`config.mk`:
```
export PLATFORM = sky130hd
export DESIGN_NAME = poly_deriv_sequencer
export DESIGN_NICKNAME = d
export VERILOG_FILES = /design/src/rtl/differentiator_pkg.sv /design/src/rtl/deriv_term_alu.sv /design/src/rtl/poly_deriv_sequencer.sv
export SDC_FILE = /design/constraint.sdc
export NUM_CORES = 1
export LEC_CHECK = 0
export CAP_MARGIN = 20
export CORE_UTILIZATION = 45
export DETAILED_ROUTE_END_ITERATION = 7
export PLACE_DENSITY = 0.78
export SYNTH_ARGS = -nofsm -noshare
export SYNTH_HDL_FRONTEND = slang
export SYNTH_HIERARCHICAL = 1
export SYNTH_SLANG_ARGS = --single-unit
```
`constraint.sdc`:
```
create_clock -name clk -period 11.7 [get_ports clk]
set_input_delay 1.755 -clock clk [delete_from_list [all_inputs] [get_ports clk]]
set_output_delay 1.755 -clock clk [all_outputs]
set_load 0.1 [all_outputs]
```
`src/rtl/differentiator_pkg.sv`:
```
// differentiator_pkg: shared FSM states, default widths and term record for the differentiator datapath
package differentiator_pkg;
  typedef enum logic [1:0] {IDLE, CALC, HOLD} state_t;
  localparam int COEF_W = 8;
  localparam int EXP_W  = 8;
  localparam int CNT_W  = 8;
  typedef struct packed {
    logic signed [COEF_W-1:0] coef;
    logic [EXP_W-1:0]         exp;
    logic                     last;
  } term_t;
endpackage

```
`src/rtl/deriv_term_alu.sv`:
```
// deriv_term_alu: power-rule arithmetic for one term (coef*exp, exp-1, constant detect)
module deriv_term_alu #(
  parameter int COEF_W = 8,
  parameter int EXP_W  = 8
) (
  input  logic signed [COEF_W-1:0]       coef,
  input  logic [EXP_W-1:0]               exp,
  output logic signed [COEF_W+EXP_W-1:0] prod,
  output logic [EXP_W-1:0]               exp_m1,
  output logic                           is_const
);
  // Exponent is zero-extended so it multiplies as a non-negative signed value
  assign prod     = $signed({{EXP_W{coef[COEF_W-1]}}, coef}) * $signed({{COEF_W{1'b0}}, exp});
  assign exp_m1   = exp - 1'b1;
  assign is_const = exp == '0;
endmodule

```
`src/rtl/poly_deriv_sequencer.sv`:
```
// poly_deriv_sequencer: streams polynomial terms through the power rule with valid/ready on both sides
module poly_deriv_sequencer #(
  parameter int COEF_W = differentiator_pkg::COEF_W,
  parameter int EXP_W  = differentiator_pkg::EXP_W,
  parameter int CNT_W  = differentiator_pkg::CNT_W
) (
  input  logic                           clk,
  input  logic                           rst_n,
  input  logic                           in_valid,
  output logic                           in_ready,
  input  logic signed [COEF_W-1:0]       in_coef,
  input  logic [EXP_W-1:0]               in_exp,
  input  logic                           in_last,
  output logic                           out_valid,
  input  logic                           out_ready,
  output logic signed [COEF_W+EXP_W-1:0] out_coef,
  output logic [EXP_W-1:0]               out_exp,
  output logic                           out_last,
  output logic [CNT_W-1:0]               term_cnt,
  output logic                           poly_done,
  output logic                           busy
);
  import differentiator_pkg::*;
  state_t state_q, state_d;
  logic signed [COEF_W-1:0] coef_q, coef_d;
  logic [EXP_W-1:0] exp_q, exp_d, out_exp_q, out_exp_d, exp_m1;
  logic signed [COEF_W+EXP_W-1:0] out_coef_q, out_coef_d, prod;
  logic last_q, last_d, out_last_q, out_last_d, out_valid_q, out_valid_d;
  logic poly_done_q, poly_done_d, is_const, drop, out_fire;
  logic [CNT_W-1:0] term_cnt_q, term_cnt_d;
  deriv_term_alu #(.COEF_W(COEF_W), .EXP_W(EXP_W)) u_alu (
    .coef(coef_q), .exp(exp_q), .prod(prod), .exp_m1(exp_m1), .is_const(is_const)
  );
  assign in_ready  = state_q == IDLE;
  assign busy      = state_q != IDLE;
  assign out_valid = out_valid_q;
  assign out_coef  = out_coef_q;
  assign out_exp   = out_exp_q;
  assign out_last  = out_last_q;
  assign term_cnt  = term_cnt_q;
  assign poly_done = poly_done_q;
  assign out_fire  = out_valid_q && out_ready;
  // A constant term only produces a beat when it closes the polynomial
  assign drop      = is_const && !last_q;
  always_comb begin
    state_d     = state_q;
    coef_d      = coef_q;
    exp_d       = exp_q;
    last_d      = last_q;
    out_coef_d  = out_coef_q;
    out_exp_d   = out_exp_q;
    out_last_d  = out_last_q;
    out_valid_d = out_valid_q;
    poly_done_d = out_fire && out_last_q;
    term_cnt_d  = poly_done_q ? '0 :
                  (out_fire && out_coef_q != '0 && term_cnt_q != '1) ? term_cnt_q + 1'b1 : term_cnt_q;
    case (state_q)
      IDLE: if (in_valid) begin
        coef_d  = in_coef;
        exp_d   = in_exp;
        last_d  = in_last;
        state_d = CALC;
      end
      CALC: begin
        out_coef_d  = is_const ? '0 : prod;
        out_exp_d   = is_const ? '0 : exp_m1;
        out_last_d  = last_q;
        out_valid_d = !drop;
        state_d     = drop ? IDLE : HOLD;
      end
      HOLD: if (out_ready) begin
        out_valid_d = 1'b0;
        state_d     = IDLE;
      end
      default: state_d = IDLE;
    endcase
  end
  always_ff @(posedge clk or negedge rst_n) begin
    if (!rst_n) begin
      state_q     <= IDLE;
      coef_q      <= '0;
      exp_q       <= '0;
      last_q      <= 1'b0;
      out_coef_q  <= '0;
      out_exp_q   <= '0;
      out_last_q  <= 1'b0;
      out_valid_q <= 1'b0;
      poly_done_q <= 1'b0;
      term_cnt_q  <= '0;
    end else begin
      state_q     <= state_d;
      coef_q      <= coef_d;
      exp_q       <= exp_d;
      last_q      <= last_d;
      out_coef_q  <= out_coef_d;
      out_exp_q   <= out_exp_d;
      out_last_q  <= out_last_d;
      out_valid_q <= out_valid_d;
      poly_done_q <= poly_done_d;
      term_cnt_q  <= term_cnt_d;
    end
  end
endmodule

```
Word-level counts from Yosys, hierarchy flattened
Cells that the tools add are included.

Register bits: 54. Bits of input ports: 21. Output and inout bits: 37. Logic and storage cells: 44.

Add/subtract/negate cells: 2. Multiply operators: 1. Equal/unequal tests: 5. Multiplexer cells: 10. Reductions and logical operators: 16.

Operator list (count): 8-bit 2-to-1 mux (3); 8-bit by 9-bit multiplier with 16-bit output (1); 16-bit 2-to-1 mux (1); 16-bit nonzero test (1); 8-bit by 1-bit adder with 8-bit output (second input constant) (1); 8-bit logical NOT (1); 8-bit inequality test (second input constant) (1); 8-bit by 1-bit subtractor with 8-bit output (second input constant) (1); 2-bit 2-to-1 mux (3); 2-bit case mux with 3 select lines (1); 2-bit AND reduction (3); 2-bit nonzero test (3); 1-bit logical AND (5); 2-bit inequality test (second input constant) (2); 2-bit by 1-bit equality test with 1-bit output (second input constant) (1); 2-bit equality test (second input constant) (1); 1-bit logical NOT (2); 2-bit logical NOT (1); 1-bit case mux with 2 select lines (1); 1-bit 2-to-1 mux (1).

Logic depth before layout (Yosys ltp)
Gate-level depths: netlist of run 1.

Word-level depth: 5. Mapped depth: 20. Depth with buffers taken out: 19.

Hierarchy
Netlist of run 1, hierarchy kept.

By module, submodules not included: poly_deriv_sequencer (times used 1, cells each 214, area an instance 2376.0 µm², sequential area each 1351.3 µm²); deriv_term_alu (times used 1, cells each 273, area an instance 2287.2 µm², sequential area each 0.0 µm²).

Worst setup path before layout of run 1
Ideal clock, no wire load.

Kind: flip-flop to output port. From: reg state_q[0]. To: out busy. Data arrival time: 2.638 ns. Data required time: 9.945 ns. Setup slack: 7.307 ns. Stages on the path, launching flop included: 3. Path buffers: 0. Cell sequence: dfrtp_1 nor2_1 inv_1.

Cells in the longest elaborated chain, start to end: 1.

RTL lines: start, declared (RTL line poly_deriv_sequencer.sv:24) `state_t state_q, state_d;`; start signal, assigned (RTL line poly_deriv_sequencer.sv:91) `state_q <= state_d;`; 2-bit nonzero test (RTL line poly_deriv_sequencer.sv:35) `assign busy = state_q != IDLE;`; end, declared (RTL line poly_deriv_sequencer.sv:21) `output logic busy`.

Every way passes these cells.

Worst setup path in the final report of run 1
From: reg exp_q[0]. To: reg out_coef_q[15] (netlist: out_coef[15]).

Cells in the longest elaborated chain, start to end: 2. Elaborated cells between the ends (all ways): 3. Those cells by class: 1 x mul; 1 x mux; 1 x reduce/logical.

RTL lines: start, declared (RTL line poly_deriv_sequencer.sv:26) `logic [EXP_W-1:0] exp_q, exp_d, out_exp_q, out_exp_d, exp_m1;`; start signal, assigned (RTL line poly_deriv_sequencer.sv:93) `exp_q <= exp_d;`; 8-bit by 9-bit multiplier with 16-bit output (RTL line deriv_term_alu.sv:13) `assign prod = $signed({{EXP_W{coef[COEF_W-1]}}, coef}) * $signed({{COEF_W{1'b0}}, exp});`; net prod[15] (RTL line poly_deriv_sequencer.sv:27) `logic signed [COEF_W+EXP_W-1:0] out_coef_q, out_coef_d, prod;`; 16-bit 2-to-1 mux (RTL line poly_deriv_sequencer.sv:65) `out_coef_d = is_const ? '0 : prod;`; end signal, assigned (RTL line poly_deriv_sequencer.sv:95) `out_coef_q <= out_coef_d;`; end, declared (RTL line poly_deriv_sequencer.sv:27).

The timed path passes the listed nets, and every way through them passes these cells. A chain may end at the register's enable or synchronous reset.

==> impl_metrics.csv, run 1 <==
group,metric,value,unit
synthesis,postSynthCellCount,487,
cts,clock_path_buffers,2,
timing,slew_viol_final,0,
placed_design,io_buffer_count,57,
critical_path,critical_path.top_delay_family,"adder cells",
critical_path,reg2reg_depth,17,
drt,drt_pass1_iterations,4,
critical_path,cp_data_arrival_time,4830,ps
global_routing,grt_max_degree,55,
timing,final_hold_viol_count,0,
die,io_pins,58,
die,start_util,0.471,
synthesis,seq_area_frac_synth,0.290,
flow_run,maxCapViolCount,0,
drt,avgRoutedWirePerCell,13.8,µm
placed_design,dp_hpwl,7300,µm
finish,diodes,0,
placed_design,place_congestion,0.886,
critical_path,cp_cell_sequence,"inv_1 -> nand2_1 -> fa_1 -> fa_1 -> inv_1 -> fa_1 -> inv_1 -> fa_1 -> inv_1 -> ha_1 -> nand3_1 -> o2111ai_1 -> a31oi_1 -> o21ai_1 -> xnor2_1 -> nand2b_1 -> o21ai_1",
cts,cts_setup_buffers,0,
cts,cts_sinks,54,
finish,fin_nets,634,
synthesis,syn_area,0.00466,mm²
synthesis,synth_cell_types,48,
critical_path,r2r_start,"exp_q[0]",
finish,syn2layout_area_growth,16.9,%
global_routing,first_global_vias,3502,
timing,worst_pin_slew,985,ps
die,rows,36,
critical_path,reg2reg_slack,7120,ps
cts,clockRootBuffer,"clkbuf_8",
cts,cts_tree,"built",
drt,drt-initial-drc-count,133,
drt,vias_per_cell,5.17,
critical_path,crit_buf_inv,4,
min_path,hold_class,"register to register",
critical_path,slowest_stage,"fa_1",
cts,htree_levels,2,
timing,timing.slew.headroom,0.342,
cts,hold_buffers,0,
cts,cts_resized,0,
critical_path,critical_path.max_stage_delay,550,ps
die,fp.dieW,104,µm
timing,post-route-min-period,4580,ps
min_path,min_to,"out_exp[5]",
cts,clk_pin_slew,110,ps
global_routing,antenna_found_initial,0,
die,die-height,104,µm
critical_path,critPathMaxFanout,12,
drt,drc_errors,0,
cts,insertion_delay,320,ps
timing,skew,11.3,ps
critical_path,regToRegEndpoint,"out_coef[15]",
drt,ant_nets,0,
run_status,status,"complete, no violations",
finish,drive_above_1_share,0.0599,
drt,vias,3448,
critical_path,setup.worst_path.start_class,"register",
timing,setup_viol,0,
synthesis,syn_nets,588,
global_routing,grt.overflow.total,0,
critical_path,required,11950,ps
timing,fmax,218,MHz
global_routing,grt_first_pass_wirelength,16100,µm
critical_path,setup.worst_path.class,"register to register",
global_routing,track_usage,0.181,
synthesis,ys.warnings.count,6,
min_path,hp-start,"out_exp[5]",
min_path,min_delay_path_depth,2,
timing,rsz0062_at_grt,"no",
critical_path,worstSetupEndpointType,"register",
cts,numCtsBuffers,5,
synthesis,syn_area_per_cell,9.58,µm²
timing,finalCritPeriodShare,0.391,
synthesis,synth_seq_cells,54,
die,dieArea,0.0108,mm²
drt,routed_wl,9210,µm
timing,finalSetupTns,0,ps
die,core,0.00991,mm²
## state kept, by name, indices dropped and copies added (netlist names)
signal and cells:
out_coef 16, state_q 2, coef_q 8, out_valid 1, out_exp 8, term_cnt 8
poly_done 1, exp_q 8, out_last 1, last_q 1
## area by class of cell
type / count / area [µm²]
Sequential cell: 54 / 1350
Clock inverter: 3 / 48.8
Clock buffer: 5 / 68.8
Fill cell: 889 / 4460
Multi-Input combinational cell: 348 / 2990
Timing Repair Buffer: 60 / 588
Tap cell: 133 / 166
Inverter: 64 / 240
## how the worst max path moves through the flow
stage | start | end | slack (ps) | cells past startpoint
finish | exp_q[0] | out_coef[15] | 7120 | 17
global route | exp_q[0] | out_coef[15] | 6890 | 17
CTS | exp_q[0] | out_coef[15] | 7120 | 17
detailed placement | exp_q[0] | out_coef[15] | 7170 | 17
global placement | exp_q[0] | out_coef[13] | 7280 | 17
floorplan | state_q[0] | busy | 7310 | 2
## synthesized netlist by cell type (all sizes together)
| library cell | number | area, µm² |
|---|---|---|
| o21bai | 1 | 7.51 |
| o2111ai | 2 | 17.5 |
| nor2b | 5 | 31.3 |
| o22ai | 1 | 6.26 |
| o211ai | 1 | 7.51 |
| and4 | 1 | 11.3 |
| and3 | 1 | 6.26 |
| xor2 | 8 | 70.1 |
| o21a | 3 | 22.5 |
| mux2 | 18 | 203 |
| o41ai | 2 | 25.0 |
| nand2 | 52 | 195 |
| nor4b | 2 | 17.5 |
| xnor2 | 10 | 87.6 |
| clkbuf | 16 | 60.1 |
| a31oi | 3 | 18.8 |
| or4 | 8 | 75.1 |
| clkdlybuf4s25 | 1 | 10.0 |
| a21oi | 13 | 87.6 |
| inv | 64 | 240 |
| fa | 37 | 741 |
| o31ai | 3 | 22.5 |
| nor4 | 1 | 12.5 |
| nand4 | 2 | 12.5 |
| o221ai | 1 | 15.0 |
| o41a | 1 | 11.3 |
| o31a | 1 | 8.76 |
| o21ai | 29 | 145 |
| nor2 | 14 | 55.1 |
| or2 | 1 | 6.26 |
| ha | 43 | 538 |
| nor3 | 4 | 25.0 |
| dfrtp | 54 | 1350 |
| nand3 | 7 | 35.0 |
| nand2b | 27 | 169 |
| a21o | 3 | 22.5 |
| and2 | 41 | 258 |
| or3 | 2 | 12.5 |
| buf | 4 | 22.5 |
## tightest hold or removal path: cells and delay by family (launching register included)
kind	cells	cell delay [ps]
AOI/OAI and AO/OA	1	60
and+or+nand+nor	1	50
DFF	1	360
## cell families (layout without fill, tap and decap cells)
logic type	count (synthesis)	after routing	share of synthesized area
and+or+nand+nor	168	168	0.198
muxes	18	18	0.0435
buffers and inverters	85	132	0.0714
xor gates and xnor gates	18	18	0.0338
adders and majority gates	80	80	0.274
DFF	54	54	0.290
AOI/OAI and AO/OA	64	64	0.0896
## metrics by stage
stage	instance area, µm²	util	cells	setup WS (ps)	hold slack, ps
after floorplan	4660	-	487	7310	452
after global placement	5330	0.538	659	7280	473
after detailed placement	5330	0.538	659	7170	476
after CTS	5450	0.550	667	7120	501
after global routing	5450	0.550	667	6890	525
final	5450	0.550	667	7120	496
## layer usage
layer / vias up / part of all wire / GRT usage / wire [µm]
li1: 1672 / - / - / -
met3: 15 / 0.028 / 0.0220 / 260
met2: 69 / 0.52 / 0.326 / 4760
met1: 1692 / 0.44 / 0.230 / 4060
met5: - / 0 / 0 / 0
met4: 0 / 0.014 / 0.0449 / 130
## layout by cell type, fill, tap and decap left out, drive strengths merged, types with 5 or more instances in the layout
cell	instances
nor2	14
inv	65
clkbuf	5
o21ai	29
clkdlybuf4s50	56
nand2b	27
nand2	52
nand3	7
a21oi	13
or4	8
xor2	8
xnor2	10
nor2b	5
mux2	18
dfrtp	54
fa	37
and2	41
ha	43
Power of run 1 is not shown: default switching activity piles up to over one toggle a cycle in this logic, so the estimate is an artifact.
==> inputs of run 2 (changes only) <==
- clock period: 11.7 -> 4.58 ns (I/O delays scaled with it)
==> run 2 against run 1 <==
Against the previous run: first-iteration DRC count is 17% lower; die area did not move; clock-buffer cell count up 1; flip-flop and latch count unchanged; critical path depth is the same; final cell count increased by 1.9%; critical endpoint is now out_coef[14]; global-route usage rose by 0.39 points; setup slack worse by 6900 ps; wire length grew 4.8%; design area grew 2.4%.
==> impl_metrics.csv, run 2 (synthesis results as in run 1) <==
group,metric,value,unit
timing,fmax,231,MHz
timing,setup_viol,0,
cts,hold_buffers,0,
timing,timing.slew.headroom,0.336,
min_path,hold_class,"input pin to async pin",
cts,clockRootBuffer,"clkbuf_8",
finish,post_layout_nonfiller_instances,680,
drt,drt-initial-drc-count,111,
critical_path,worstSetupEndpointType,"register",
drt,ant_nets,0,
timing,post-route-min-period,4330,ps
global_routing,grt_first_pass_wirelength,16200,µm
finish,fin_nets,647,
finish,diodes,0,
finish,drive_above_1_share,0.0951,
global_routing,track_usage,0.185,
drt,drt_pass1_iterations,5,
placed_design,placed_cell_area,0.00541,mm²
die,rows,36,
finish,largest_register_ffs,16,
timing,worst_slack,252,ps
die,dieArea,0.0108,mm²
drt,vias,3532,
timing,finalCritPeriodShare,0.945,
cts,htree_levels,2,
cts,insertion_delay,310,ps
drt,drc_errors,0,
die,fp.dieW,104,µm
critical_path,cp_cell_sequence,"buf_4 -> nand2_1 -> fa_1 -> inv_1 -> fa_1 -> inv_1 -> fa_1 -> fa_1 -> inv_1 -> ha_1 -> nor2b_1 -> o31a_1 -> o21a_1 -> o221ai_2 -> xnor2_1 -> nand2b_1 -> o21ai_1",
global_routing,grt.overflow.total,0,
finish,design_area,0.00558,mm²
timing,finalSetupTns,0,ps
timing,rsz0062_at_grt,"no",
critical_path,critical_path.max_stage_delay,540,ps
critical_path,crit_top_cell,"fa_1",
finish,final_common_cell,"inv_1",
critical_path,setup.worst_path.start_class,"register",
cts,cts_tree,"built",
critical_path,required,4810,ps
timing,skew,8.25,ps
run_status,status,"complete, no violations",
placed_design,place_congestion,0.960,
flow_run,maxCapViolCount,0,
placed_design,dp_hpwl,7670,µm
critical_path,setup.worst_path.class,"register to register",
drt,avgRoutedWirePerCell,14.2,µm
placed_design,dp_slack,188,ps
die,die-height,104,µm
critical_path,cp_data_arrival_time,4560,ps
drt,vias_per_cell,5.19,
timing,worst_pin_slew,993,ps
global_routing,first_global_vias,3476,
cts,clk_pin_slew,110,ps
cts,cts_sinks,54,
cts,clock_path_buffers,2,
finish,n_fill_cell,865,
timing,slew_viol_final,0,
cts,numCtsBuffers,5,
timing,final_hold_viol_count,0,
placed_design,place_inst,669,
drt,routed_wl,9650,µm
critical_path,critPathMaxFanout,9,
die,core,0.00991,mm²
die,io_pins,58,
placed_design,io_buffer_count,57,
finish,final_cell_mix,"inv_1, clkdlybuf4s50_1, nand2_1, dfrtp_1, ha_1",
finish,syn2layout_area_growth,19.6,%
global_routing,grt_max_degree,55,
global_routing,antenna_found_initial,0,
die,start_util,0.471,
critical_path,slowest_stage,"fa_1",
-- run 2: metrics by stage --
stage | hold slack, ps | utilization
2_1_floorplan | 391 | -
3_3_place_gp | 476 | 0.546
3_5_place_dp | 475 | 0.546
4_1_cts | 501 | 0.558
5_1_grt | 528 | 0.563
6_report | 481 | 0.563
-- run 2: final cells by class --
class,instances,area [µm²],share of cell area
clock buffers,6,82.6,0.0148
clock inverters,2,38.8,0.00695
inverters,64,240,0.0431
multi-input cells,348,3010,0.540
flip-flops and latches,54,1360,0.243
well taps,133,166,0.0298
repair buffers,73,686,0.123
-- run 2: worst paths after layout --
check                      cells after the start       start  slack (ps)      endpoint
hold reg to reg                                2  out_exp[7]         500    out_exp[7]
setup / recovery                              17    exp_q[2]         250  out_coef[14]
min in group clk                               2  out_exp[7]         500    out_exp[7]
setup reg to reg                              17    exp_q[2]         250  out_coef[14]
hold / removal                                 2       rst_n         480   term_cnt[6]
max in group asynchronous                      2       rst_n        3590     coef_q[4]
-- run 2: worst max-delay path, delay by kind of cell, from the launching register on --
kind / cells / cell delay [ps]
fa+ha+maj: 5 / 2080
compound gates: 4 / 790
flops: 1 / 470
buf+inv: 4 / 420
simple gates: 3 / 320
xor+xnor: 1 / 160
-- run 2: layer usage --
metal,wire [µm],GRT usage
met2,5030,0.333
met4,153,0.0531
met1,4080,0.231
met3,380,0.0252
met5,0,0
-- run 2: timing repair --
item / 4_1_cts / 5_1_grt
setup endpoints to repair: 0 / 5
buffers inserted: 0 / 3
resized for setup: 0 / 7
hold endpoints to repair: 0 / 0
Power of run 2 is left out for the same reason.
